===== src/rtl/keypad_entry_ctrl_if.sv =====
// Keypad entry bus: key code and buttons in, entry buffer and status pulses out.
interface keypad_entry_ctrl_if;
  logic [3:0] key;
  logic       time_button;
  logic       alarm_button;
  logic [3:0] key_ms_hr;
  logic [3:0] key_ls_hr;
  logic [3:0] key_ms_min;
  logic [3:0] key_ls_min;
  logic [2:0] digit_count;
  logic       key_strobe;
  logic       load_time;
  logic       load_alarm;
  logic       entry_error;
  logic       entry_timeout;

  modport master (
    output key, time_button, alarm_button,
    input  key_ms_hr, key_ls_hr, key_ms_min, key_ls_min, digit_count,
           key_strobe, load_time, load_alarm, entry_error, entry_timeout
  );
  modport slave (
    input  key, time_button, alarm_button,
    output key_ms_hr, key_ls_hr, key_ms_min, key_ls_min, digit_count,
           key_strobe, load_time, load_alarm, entry_error, entry_timeout
  );
endinterface


===== src/rtl/keypad_entry_ctrl.sv =====
// Debounced 4-digit keypad entry with time/alarm load, error and idle timeout.
// Optional macro KEY_RANGE_CHECK_EN: reject loads that are not a plausible HH:MM.
module keypad_entry_ctrl #(
  parameter int DEBOUNCE       = 3,
  parameter int TIMEOUT_CYCLES = 2560
) (
  input logic           clk,
  input logic           rst,
  keypad_entry_ctrl_if.slave kif
);
  localparam int DW = (DEBOUNCE < 2) ? 1 : $clog2(DEBOUNCE + 1);
  localparam int IW = (TIMEOUT_CYCLES < 2) ? 1 : $clog2(TIMEOUT_CYCLES + 1);

  typedef enum logic [1:0] {IDLE, DEB, WAIT_REL} state_t;

  state_t          state, state_n;
  logic [3:0]      cand, cand_n;
  logic [DW-1:0]   deb_cnt, deb_n;
  logic            accept;
  logic            is_digit;

  logic [3:0][3:0] dig, dig_n;
  logic [2:0]      cnt, cnt_n;
  logic [IW-1:0]   idle, idle_n;
  logic [1:0]      btn_q;
  logic            clr_pend, clr_n;
  logic            carry_vld, carry_vld_n;
  logic [3:0]      carry_dig, carry_dig_n;
  logic            strobe_n, lt_n, la_n, err_n, to_n;
  logic            t_edge, a_edge, req, range_ok, load_ok;

  assign is_digit = (kif.key <= 4'd9);

  always_ff @(posedge clk or posedge rst) begin
    if (rst) begin
      state   <= IDLE;
      cand    <= '0;
      deb_cnt <= '0;
    end else begin
      state   <= state_n;
      cand    <= cand_n;
      deb_cnt <= deb_n;
    end
  end

  always_comb begin
    state_n = state;
    cand_n  = cand;
    deb_n   = deb_cnt;
    accept  = 1'b0;
    case (state)
      IDLE: if (is_digit) begin
        cand_n = kif.key;
        if (DEBOUNCE <= 1) begin
          accept  = 1'b1;
          deb_n   = '0;
          state_n = WAIT_REL;
        end else begin
          deb_n   = DW'(1);
          state_n = DEB;
        end
      end
      DEB: if (kif.key == cand) begin
        if (deb_cnt + DW'(1) >= DW'(DEBOUNCE)) begin
          accept  = 1'b1;
          deb_n   = '0;
          state_n = WAIT_REL;
        end else begin
          deb_n = deb_cnt + DW'(1);
        end
      end else begin
        deb_n   = '0;
        state_n = IDLE;
      end
      WAIT_REL: if (!is_digit) state_n = IDLE;
      default: state_n = IDLE;
    endcase
  end

  assign t_edge = kif.time_button  & ~btn_q[0];
  assign a_edge = kif.alarm_button & ~btn_q[1];
  assign req    = t_edge | a_edge;

`ifdef KEY_RANGE_CHECK_EN
  assign range_ok = (dig[3] <= 4'd2) && ((dig[3] != 4'd2) || (dig[2] <= 4'd3)) &&
                    (dig[1] <= 4'd5);
`else
  assign range_ok = 1'b1;
`endif

  // the buffer is about to clear while clr_pend is set, so it never counts as full
  assign load_ok = req && (cnt == 3'd4) && !clr_pend && range_ok;

  always_comb begin
    dig_n       = dig;
    cnt_n       = cnt;
    idle_n      = idle;
    clr_n       = 1'b0;
    carry_vld_n = carry_vld;
    carry_dig_n = carry_dig;
    strobe_n    = 1'b0;
    lt_n        = 1'b0;
    la_n        = 1'b0;
    err_n       = 1'b0;
    to_n        = 1'b0;
    if (clr_pend) begin
      dig_n       = '0;
      cnt_n       = 3'd0;
      idle_n      = '0;
      carry_vld_n = 1'b0;
      if (carry_vld) begin
        dig_n[0] = carry_dig;
        cnt_n    = 3'd1;
        strobe_n = 1'b1;
      end
      if (req) err_n = 1'b1;
    end else if (load_ok) begin
      // a digit accepted on the load edge is parked and starts the next entry
      lt_n        = t_edge;
      la_n        = ~t_edge;
      clr_n       = 1'b1;
      carry_vld_n = accept;
      carry_dig_n = kif.key;
    end else if (req) begin
      err_n = 1'b1;
    end
    if (accept && !load_ok) begin
      dig_n    = {dig_n[2:0], kif.key};
      cnt_n    = (cnt_n == 3'd4) ? 3'd4 : cnt_n + 3'd1;
      strobe_n = 1'b1;
      idle_n   = '0;
    end else if (!clr_pend && !load_ok && (cnt != 3'd0) && (state == IDLE)) begin
      if (idle == IW'(TIMEOUT_CYCLES - 1)) begin
        dig_n  = '0;
        cnt_n  = 3'd0;
        idle_n = '0;
        to_n   = 1'b1;
      end else begin
        idle_n = idle + IW'(1);
      end
    end
  end

  always_ff @(posedge clk or posedge rst) begin
    if (rst) begin
      dig               <= '0;
      cnt               <= '0;
      idle              <= '0;
      btn_q             <= '0;
      clr_pend          <= 1'b0;
      carry_vld         <= 1'b0;
      carry_dig         <= '0;
      kif.key_strobe    <= 1'b0;
      kif.load_time     <= 1'b0;
      kif.load_alarm    <= 1'b0;
      kif.entry_error   <= 1'b0;
      kif.entry_timeout <= 1'b0;
    end else begin
      dig               <= dig_n;
      cnt               <= cnt_n;
      idle              <= idle_n;
      btn_q             <= {kif.alarm_button, kif.time_button};
      clr_pend          <= clr_n;
      carry_vld         <= carry_vld_n;
      carry_dig         <= carry_dig_n;
      kif.key_strobe    <= strobe_n;
      kif.load_time     <= lt_n;
      kif.load_alarm    <= la_n;
      kif.entry_error   <= err_n;
      kif.entry_timeout <= to_n;
    end
  end

  assign kif.key_ms_hr   = dig[3];
  assign kif.key_ls_hr   = dig[2];
  assign kif.key_ms_min  = dig[1];
  assign kif.key_ls_min  = dig[0];
  assign kif.digit_count = cnt;
endmodule


===== src/flat_wrapper.sv =====
// flat-port wrapper written by rule: the top's interface ports become plain ports
module keypad_entry_ctrl_flat 
#(
  parameter int DEBOUNCE       = 3,
  parameter int TIMEOUT_CYCLES = 2560
)
  (clk, rst, kif_key, kif_time_button, kif_alarm_button, kif_key_ms_hr, kif_key_ls_hr, kif_key_ms_min, kif_key_ls_min, kif_digit_count, kif_key_strobe, kif_load_time, kif_load_alarm, kif_entry_error, kif_entry_timeout);
  keypad_entry_ctrl_if kif_i ();
  input logic clk;
  input logic rst;
  input wire logic [$bits(kif_i.key)-1:0] kif_key;
  input wire logic [$bits(kif_i.time_button)-1:0] kif_time_button;
  input wire logic [$bits(kif_i.alarm_button)-1:0] kif_alarm_button;
  output wire logic [$bits(kif_i.key_ms_hr)-1:0] kif_key_ms_hr;
  output wire logic [$bits(kif_i.key_ls_hr)-1:0] kif_key_ls_hr;
  output wire logic [$bits(kif_i.key_ms_min)-1:0] kif_key_ms_min;
  output wire logic [$bits(kif_i.key_ls_min)-1:0] kif_key_ls_min;
  output wire logic [$bits(kif_i.digit_count)-1:0] kif_digit_count;
  output wire logic [$bits(kif_i.key_strobe)-1:0] kif_key_strobe;
  output wire logic [$bits(kif_i.load_time)-1:0] kif_load_time;
  output wire logic [$bits(kif_i.load_alarm)-1:0] kif_load_alarm;
  output wire logic [$bits(kif_i.entry_error)-1:0] kif_entry_error;
  output wire logic [$bits(kif_i.entry_timeout)-1:0] kif_entry_timeout;
  assign kif_i.key = kif_key;
  assign kif_i.time_button = kif_time_button;
  assign kif_i.alarm_button = kif_alarm_button;
  assign kif_key_ms_hr = kif_i.key_ms_hr;
  assign kif_key_ls_hr = kif_i.key_ls_hr;
  assign kif_key_ms_min = kif_i.key_ms_min;
  assign kif_key_ls_min = kif_i.key_ls_min;
  assign kif_digit_count = kif_i.digit_count;
  assign kif_key_strobe = kif_i.key_strobe;
  assign kif_load_time = kif_i.load_time;
  assign kif_load_alarm = kif_i.load_alarm;
  assign kif_entry_error = kif_i.entry_error;
  assign kif_entry_timeout = kif_i.entry_timeout;
  keypad_entry_ctrl #(.DEBOUNCE(DEBOUNCE), .TIMEOUT_CYCLES(TIMEOUT_CYCLES)) u_core (.clk(clk), .rst(rst), .kif(kif_i));
endmodule

===== config.mk =====
export PLATFORM = sky130hd
export DESIGN_NAME = keypad_entry_ctrl_flat
export DESIGN_NICKNAME = d
export VERILOG_FILES = /design/src/rtl/keypad_entry_ctrl_if.sv /design/src/rtl/keypad_entry_ctrl.sv /design/src/flat_wrapper.sv
export SDC_FILE = /design/constraint.sdc
export NUM_CORES = 1
export LEC_CHECK = 0
export CAP_MARGIN = 20
export CORE_ASPECT_RATIO = 0.6
export CORE_MARGIN = 3
export CORE_UTILIZATION = 45
export CTS_BUF_LIST = sky130_fd_sc_hd__clkbuf_8
export DETAILED_ROUTE_END_ITERATION = 8
export DONT_BUFFER_PORTS = 1
export GPL_ROUTABILITY_DRIVEN = 0
export GPL_TIMING_DRIVEN = 0
export PLACE_DENSITY = 0.58
export SYNTH_ARGS = -nofsm -noshare
export SYNTH_HDL_FRONTEND = slang
export SYNTH_SLANG_ARGS = --single-unit

===== constraint.sdc =====
create_clock -name clk -period 2.6 [get_ports clk]
set_input_delay 0.78 -clock clk [delete_from_list [all_inputs] [get_ports clk]]
set_output_delay 0.78 -clock clk [all_outputs]
set_load 0.005 [all_outputs]

==> key figures <==
Route
  – DR DRC count: 0
  – Total wire length: between 5000 and 6000 µm
  – Drt first-iter violations: 85
  – First-pass detailed-route iteration total: 4
  – Via count: 1782
  – Wire per inst: 17.0 µm
  – Routed vias/inst: between 5 and 6
  – Post-DRT Antenna Nets: 0

Setup path
  – Reg2reg path depth: 8
  – Worst setup SP type: input pin
  – CP Class: input pin to flop
  – CP required: 2790 ps
  – Worst path arrival time: 2490 ps
  – Peak fanout along the critical path: 10
  – R2R setup slack: 320 ps
  – CP endpoint kind: flop

Global routing
  – GRT Util Overall: 18.4%
  – Vias in the first global route: between 1500 and 2000
  – Largest net degree at the start of global routing: 29
  – GR Overflow Total: 0
  – Initial antenna violation count: 0
  – First-pass GRT wire length: 9110 µm

Synthesis
  – Mapped cell area: 2440 µm²
  – Avg Cell Area, Syn: 10.0 µm²
  – Synthesis-stage register bit count: between 50 and 60
  – Post-synth cell types: 51
  – Cells after Synth: between 200 and 250
  – Asr flop ratio synth: 100%
  – Net Count, Synth: 254
  – Number of synthesized flops with an enable pin: 0
  – Primary FF master, synth: dfrtp_1
  – Sequential-to-total area share from yosys stat: 53.4%
  – YS warnings: 0

Layout
  – Commonest non-fill, non-tap cell in the layout: dfrtp_1
  – Area delta synth->final: 8.16%
  – Ant diodes: 0
  – Commonest cells after routing, fill and taps aside: dfrtp_1, nand2_1, inv_1
  – Share of cells above drive strength 1: 9.92%
  – Final nets: 262

Place
  – DP HPWL: 3850 µm
  – Pre-CTS setup slack: -28.7 ps
  – PortBufs: 0

Floorplanning
  – Die Height: 63.0 µm
  – Starting density of the core: a little under half
  – Die Wd: around 100 µm
  – Die Area: 6360 µm²
  – FP Rows: 20
  – I/O pin count: 32
  – Core region area: 5150 µm²

Clock tree
  – Worst skew pair latency: slightly above 300 ps
  – CTS tree: built
  – Htree depth: 2
  – # Post-CTS Setup Buffers: 0
  – CTS Hold Buffers Added: 0
  – TritonCTS buffer count: 5
  – Post-cts gate resize count: 0
  – Clk root buf: clkbuf_8
  – Clock sinks: 52
  – Reg clk slew, reported paths: roughly 100 ps
  – CTS max path bufs: 2

STA
  – Slew @ Worst Pin: 674 ps
  – Post-route minimum period: 2300 ps
  – Max Clock Skew: 10.1 ps
  – Relative slew slack: 55.1%
  – Fmax: roughly 430 MHz
  – Final worst slack: 295 ps
  – Max-slew violations: 0
  – Final Hold Violating Endpoints: 0
  – Final Cycle Share: about nine tenths
  – Unrepaired setup endpoints after global routing: false
  – Count of final setup violators: 0

Power
  – Power, Total: 1.53 mW
  – Worst VDD drop: 223 µV
  – Cell Pwr Density: a little under 600 nW/µm²
  – Leak: 1.18 nW

Hold path
  – Worst hold path type: input pin to async pin

Run status
  – Outcome: completed

Job
  – Max-Cap Viols: 0
## synth_stat cells (all sizes together) (4+ instances only)
cell / instances / area, µm²
nand2b: 9 / 56.3
a31oi: 6 / 37.5
a21oi: 8 / 43.8
clkbuf: 5 / 18.8
nor2b: 10 / 70.1
o21ai: 17 / 85.1
nor2: 11 / 41.3
buf: 5 / 26.3
inv: 16 / 60.1
nand3: 9 / 45.0
o32ai: 8 / 70.1
xnor2: 4 / 35.0
nand2: 30 / 113
nand4: 4 / 31.3
o22ai: 7 / 43.8
dfrtp: 52 / 1300
## worst max-delay path, cell delays in order
cell and delay (ps):
nor2b_4 110, o211ai_2 190, or2_2 150, inv_2 60
or4b_1 450, buf_2 210, and2_4 180, a221o_1 340
## metrics by stage
| step | setup TNS (ps) | instances | utilization (%) | area (µm²) | hold WS (ps) |
|---|---|---|---|---|---|
| 2_1_floorplan | 0 | 243 | - | 2440 | 447 |
| 3_3_place_gp | -3060 | 309 | 48.9 | 2520 | 469 |
| 3_5_place_dp | -137 | 310 | 49.3 | 2540 | 469 |
| 4_1_cts | 0 | 318 | 51.1 | 2640 | 424 |
| 5_1_grt | 0 | 318 | 51.1 | 2640 | 442 |
| 6_report | 0 | 318 | 51.1 | 2640 | 411 |
## layout make-up
cell class                 count  area [µm²]
buffer                        10        45.0
fill                         483        2520
timing repair buffer           1        20.0
multi-input combinational    165        1030
tap                           66        82.6
sequential                    52        1300
inverter                      16        60.1
clock buffer                   6        82.6
clock inverter                 2        13.8
## path summary, 6_finish.rpt
path,from,endpoint
setup / recovery,kif_time_button,u_core.idle[7]
hold / removal,rst,u_core.kif.entry_error
setup reg to reg,u_core.kif.digit_count[0],u_core.kif.key_ms_min[2]
hold reg to reg,u_core.carry_dig[3],u_core.carry_dig[3]
max in group asynchronous,rst,u_core.idle[0]
min in group clk,kif_time_button,u_core.btn_q[0]
## sequential cells by signal, indices dropped and copies added (netlist names), 3 cells and up
signal and flops:
u_core.idle 12, u_core.cand 4, u_core.carry_dig 4, u_core.kif.key_ls_hr 4
u_core.kif.key_ls_min 4, u_core.kif.key_ms_hr 4, u_core.kif.key_ms_min 4, u_core.kif.digit_count 3
## per-layer routing
layer	global-route usage [%]	vias to the layer above	part of all wire, %	wire length, µm
li1	-	886	-	-
met1	30.2	850	55	2990
met2	22.6	41	37	2000
met3	6.13	5	7.0	378
met4	3.98	0	0.85	46
met5	0	-	0	0
## logic make-up (layout without fill, tap and decap cells)
kind of cell / count (synthesis) / after routing / synth area share, %
XOR/XNOR: 4 / 4 / 1.44
adder cells (fa/ha/maj): 3 / 3 / 1.54
AND/OR/NAND/NOR: 92 / 92 / 20.3
flip-flops: 52 / 52 / 53.4
AO/OA/AOI/OAI: 63 / 63 / 17.8
buffers and inverters: 26 / 35 / 4.31
multiplexers: 3 / 3 / 1.28
## report_power, final
group,leakage [nW],internal [mW],switching (mW)
sequential,0.703,0.855,0.0393
combinational,0.424,0.0586,0.0869
clock,0.0516,0.218,0.272
Note: power is estimated with default switching activity, not from simulation.
